**config.mk**
```make
export PLATFORM = sky130hd
export DESIGN_NAME = hazard_ctrl
export DESIGN_NICKNAME = d
export VERILOG_FILES = /design/src/rtl/hazard_ctrl.sv
export SDC_FILE = /design/constraint.sdc
export NUM_CORES = 1
export LEC_CHECK = 0
export ABC_AREA = 1
export BUFFER_PORTS_ARGS = -buffer_cell sky130_fd_sc_hd__buf_2
export CAP_MARGIN = 20
export CORE_MARGIN = 2
export CORE_UTILIZATION = 25
export CTS_BUF_LIST = sky130_fd_sc_hd__clkbuf_2
export CTS_CLUSTER_DIAMETER = 200
export DETAILED_ROUTE_END_ITERATION = 10
export SLEW_MARGIN = 30
export SYNTH_ARGS = -nofsm -noshare
export SYNTH_HDL_FRONTEND = slang
export SYNTH_SLANG_ARGS = --single-unit
```
**constraint.sdc**
```tcl
create_clock -name clk -period 1.1 [get_ports clk]
set_input_delay 0 -clock clk [delete_from_list [all_inputs] [get_ports clk]]
set_output_delay 0 -clock clk [all_outputs]
set_load 0.02 [all_outputs]
```
**src/rtl/hazard_ctrl.sv**
```systemverilog
// Pipeline hazard controller: load-use stalls, multi-cycle memory waits, wrong-path flushes.
// Define HAZARD_PERF_CNT_EN to add the HC_stall_cnt performance counter output.
module hazard_ctrl #(
  parameter int FLUSH_CYCLES = 2,
  parameter int MEM_TIMEOUT  = 255
) (
  input  logic       clk,
  input  logic       rst,
  input  logic [4:0] ID_rs1,
  input  logic [4:0] ID_rs2,
  input  logic       ID_rs1_used,
  input  logic       ID_rs2_used,
  input  logic [4:0] EX_rd,
  input  logic       EX_is_load,
  input  logic       EX_jump,
  input  logic       MEM_req,
  input  logic       MEM_ack,
  output logic       HC_pc_hold,
  output logic       HC_ifid_hold,
  output logic       HC_ifid_flush,
  output logic       HC_idex_bubble,
  output logic       HC_exmem_hold,
  output logic       HC_mem_err,
  output logic [1:0] HC_state
`ifdef HAZARD_PERF_CNT_EN
  ,
  output logic [31:0] HC_stall_cnt
`endif
);

  typedef enum logic [1:0] {
    RUN      = 2'd0,
    MEM_WAIT = 2'd1,
    FLUSH    = 2'd2
  } state_t;

  localparam logic [7:0] FLUSH_LOAD  = 8'(FLUSH_CYCLES - 1);
  localparam logic [7:0] TIMEOUT_VAL = 8'(MEM_TIMEOUT);

  state_t     state, state_n;
  logic [7:0] wait_cnt, wait_cnt_n;
  logic [7:0] flush_cnt, flush_cnt_n;
  logic       lu_haz;

  // Loads are the only EX results the bypass cannot forward in time.
  assign lu_haz = EX_is_load && (EX_rd != 5'd0) &&
                  ((ID_rs1_used && (ID_rs1 == EX_rd)) ||
                   (ID_rs2_used && (ID_rs2 == EX_rd)));

  assign HC_state = state;

  always_ff @(posedge clk or posedge rst) begin
    if (rst) begin
      state     <= RUN;
      wait_cnt  <= 8'd0;
      flush_cnt <= 8'd0;
    end else begin
      state     <= state_n;
      wait_cnt  <= wait_cnt_n;
      flush_cnt <= flush_cnt_n;
    end
  end

  always_comb begin
    state_n        = state;
    wait_cnt_n     = wait_cnt;
    flush_cnt_n    = flush_cnt;
    HC_pc_hold     = 1'b0;
    HC_ifid_hold   = 1'b0;
    HC_ifid_flush  = 1'b0;
    HC_idex_bubble = 1'b0;
    HC_exmem_hold  = 1'b0;
    HC_mem_err     = 1'b0;

    case (state)
      RUN: begin
        if (MEM_req && !MEM_ack) begin
          HC_pc_hold    = 1'b1;
          HC_ifid_hold  = 1'b1;
          HC_exmem_hold = 1'b1;
          state_n       = MEM_WAIT;
          wait_cnt_n    = 8'd1;
        end else if (EX_jump) begin
          HC_ifid_flush  = 1'b1;
          HC_idex_bubble = 1'b1;
          if (FLUSH_CYCLES > 1) begin
            state_n     = FLUSH;
            flush_cnt_n = FLUSH_LOAD;
          end
        end else if (lu_haz) begin
          HC_pc_hold     = 1'b1;
          HC_ifid_hold   = 1'b1;
          HC_idex_bubble = 1'b1;
        end
      end

      // EX inputs are frozen here, so jumps and load-use are deliberately ignored.
      MEM_WAIT: begin
        if (MEM_ack) begin
          state_n    = RUN;
          wait_cnt_n = 8'd0;
        end else begin
          HC_pc_hold    = 1'b1;
          HC_ifid_hold  = 1'b1;
          HC_exmem_hold = 1'b1;
          if (wait_cnt >= TIMEOUT_VAL) begin
            HC_mem_err = 1'b1;
            state_n    = RUN;
            wait_cnt_n = 8'd0;
          end else begin
            wait_cnt_n = wait_cnt + 8'd1;
          end
        end
      end

      FLUSH: begin
        HC_ifid_flush = 1'b1;
        if (EX_jump) begin
          flush_cnt_n = FLUSH_LOAD;
        end else if (flush_cnt <= 8'd1) begin
          state_n     = RUN;
          flush_cnt_n = 8'd0;
        end else begin
          flush_cnt_n = flush_cnt - 8'd1;
        end
      end

      default: begin
        state_n     = RUN;
        wait_cnt_n  = 8'd0;
        flush_cnt_n = 8'd0;
      end
    endcase
  end

`ifdef HAZARD_PERF_CNT_EN
  // Counts every cycle the PC is frozen, for any reason.
  always_ff @(posedge clk or posedge rst) begin
    if (rst) begin
      HC_stall_cnt <= 32'd0;
    end else if (HC_pc_hold) begin
      HC_stall_cnt <= HC_stall_cnt + 32'd1;
    end
  end
`else
  // Performance counter not built in this configuration.
`endif

endmodule

```
==> flow_summary.yaml <==
placement:
  routabilityCongestion: 0.768
  hpwl_mm: 2.52
  port_buffers: 30
  dp.cells: 326
clock_network:
  clockRootBuffer: "clkbuf_2"
  htree_levels: 1
  clock_latency_ns: 0.32
  cts_buffers: 3
  cts_tree: "done"
  clock_sinks: 18
  clk_pin_slew_ns: 0.15
  cts.path.max_buffers: 2
power:
  p_leak_nw: 1.23
  clockPowerShare_pct: 6.0
  ir_worst_vdd_mv: 1.24
  switching_share_pct: 45.3
  p_sw_mw: 2.18
  p_int_mw: 2.63
  power_frac_seq_pct: 20.4
  p_per_area_nw_per_um2: 2080
  p_comb_share_pct: 73.6
synthesis:
  yosysMostFrequentCell: "nand2_1"
  syn_area_um2: 1340
  synth-async-reset-ratio_pct: 100
  syn-num-nets: 231
  synth_top_area_share_pct: 33.7
  synth_top_area_cell: "dfrtp_1"
  yosysSeqAreaShare_pct: 33.7
  synth_cells: 205
  synth.distinct_cells: 25
  ys_ff_latch: 18
  yosys-top-cells-area: "dfrtp_1, nand2_1, nor2_1"
  synthTopCellsByCount: "nand2_1, nor2_1, inv_1"
  syn_avg_cell_area_um2: 6.52
  synth_warnings: 0
  synth_flop_cell: "dfrtp_1"
  synth-edff-count: 0
grt:
  track_usage_pct: 12.2
  grt_util_met2_pct: 21.8
  first_global_vias: 1424
  grt_use_met1_pct: 14.9
  met3_usage_pct: 2.47
  grt_pass1_wl_mm: 6.00
  grt_max_degree: 19
  antenna_found_initial: 0
  top_usage_layer: "met2"
  overflow: 0
floorplanning:
  dieWidth_um: 77.1
  die_area_um2: 5950
  initial_utilization_pct: 26.0
  core_area_um2: 5140
  io_pins: 31
  die_h_um: 77.1
  fp-row-count: 26
final_layout:
  drive_gt1_share_pct: 51.8
  stdcell_count: 354
  syn2layout_area_growth_pct: 73.3
  utilization_pct: 45.1
  finalNetCount: 311
  diodes: 0
status:
  violations: "setup timing"
  status: "finished, violations left"
timing:
  drv_slew: 0
  clock.fmax_ghz: 0.677
  fin_ws_ns: -0.377
  finClkSkew_ns: 0.0149
  holdWs_ns: 0.0151
  rsz0062_at_grt: "true"
  maxSlewHeadroom_pct: 84.1
  worst_pin_slew_ns: 0.238
  period_needed_ns: 1.48
  hold_viol: 0
  setup_violations: 25
  fin_crit_sh_pct: 134
drt:
  drt-wirelength-per-cell_um: 10.9
  drt_iter0_drc: 34
  drc: 0
  vias_per_cell: 4.24
  drt-total-wl_mm: 3.85
  firstDrtPassIters: 4
  num_vias: 1502
  ant_nets: 0
critical_path:
  crit_type: "reg -> out"
  path_max_fanout: 2
  r2r_slack_ns: -0.30
  critical_path_required_ns: 1.10
  start_kind: "flip-flop"
  endpoint_kind: "primary output"
  worst_ep_arrival_time_ns: 1.48
worst_hold_path:
  hold_path.class: "in -> reg"
flow_run:
  maxCapViolCount: 0
[kinds of logic (layout without fill, tap and decap cells)]
| family | after synthesis | in the layout | synth area share (%) |
|---|---|---|---|
| XOR/XNOR | 5 | 5 | 3.28 |
| AND/OR/NAND/NOR | 128 | 128 | 43.8 |
| buffers and inverters | 39 | 118 | 11.2 |
| AO/OA/AOI/OAI | 12 | 12 | 5.15 |
| adder cells (fa/ha/maj) | 3 | 3 | 2.81 |
| flip-flops | 18 | 18 | 33.7 |
[flip-flops by register name, summed over array words and instances, names as in the netlist]
| name | flops |
|---|---|
| flush_cnt | 8 |
| wait_cnt | 8 |
| HC_state | 2 |
[final timing paths]
check                              end  cells after the start   startpoint
setup / recovery            HC_mem_err                      5  wait_cnt[0]
setup reg to reg           wait_cnt[5]                      8  wait_cnt[0]
max in group asynchronous  HC_state[1]                      4          rst
hold reg to reg            wait_cnt[7]                      2  wait_cnt[7]
min in group asynchronous  wait_cnt[7]                      4          rst
hold / removal             HC_state[1]                      3      EX_jump
[layout make-up]
class,instances,area [um^2]
Clock buffer,3,15.0
Sequential cell,18,454
Tap cell,70,87.6
Timing Repair Buffer,76,601
Fill cell,513,2820
Clock inverter,1,3.75
Multi-Input combinational cell,148,995
Inverter,38,160
[metal layers]
metal / part of all wire, % / vias to the layer above
li1: - / 783
met1: 41 / 686
met2: 54 / 29
met3: 3.3 / 4
met4: 0.75 / 0
met5: 0 / -
[worst max-delay path, stage by stage, from the launching register on]
cell and delay [ns]:
dfrtp_1 0.41, ha_2 0.20, nand4_2 0.08, or2_4 0.27, nor2_4 0.09, buf_6 0.12
[power groups by stage]
stage / sequential (mW) / clock [mW] / combinational, mW
after CTS: 0.945 / 0.296 / 2.59
final: 0.983 / 0.288 / 3.54
after global placement: 0.952 / 0 / 1.95
after detailed placement: 0.957 / 0 / 1.97
after global routing: 1.00 / 0.326 / 3.84
after floorplan: 0.981 / 0 / 1.24
[repair_timing]
action / in CTS / in global routing
pin swaps: 13 / 25
endpoints found under the setup margin: 22 / 26
buffers inserted: 12 / 11
hold buffers: 2 / 0
endpoints found under the hold margin: 19 / 0
gates cloned: 0 / 0
gates resized for setup: 32 / 67
[metrics by stage]
step	total power [mW]	worst slack, ns	area (um^2)	setup TNS [ns]
floorplan	2.22	-0.153	1360	-1.38
global placement	2.91	-0.162	1760	-1.83
detailed placement	2.93	-0.224	1760	-2.49
CTS	3.83	-0.395	1990	-5.37
global route	5.17	-0.434	2320	-8.29
finish	4.81	-0.377	2320	-6.60
[cells in the final DEF (no fill, tap or decap), drive strengths merged]
cell / Yosys / layout
buf: 1 / 74
nand2: 67 / 67
nor2: 39 / 39
inv: 38 / 38
dfrtp: 18 / 18
nand3: 15 / 15
o21ai: 8 / 8
xor2: 5 / 5
nand4: 4 / 4
clkbuf: 0 / 3
ha: 3 / 3
dlygate4sd3: 0 / 2
or2: 1 / 1
o211ai: 1 / 1
o22ai: 1 / 1
nor3b: 1 / 1
a21oi: 1 / 1
a32o: 1 / 1
nor3: 1 / 1
clkinv: 0 / 1
(Power assumes the default switching activity.)
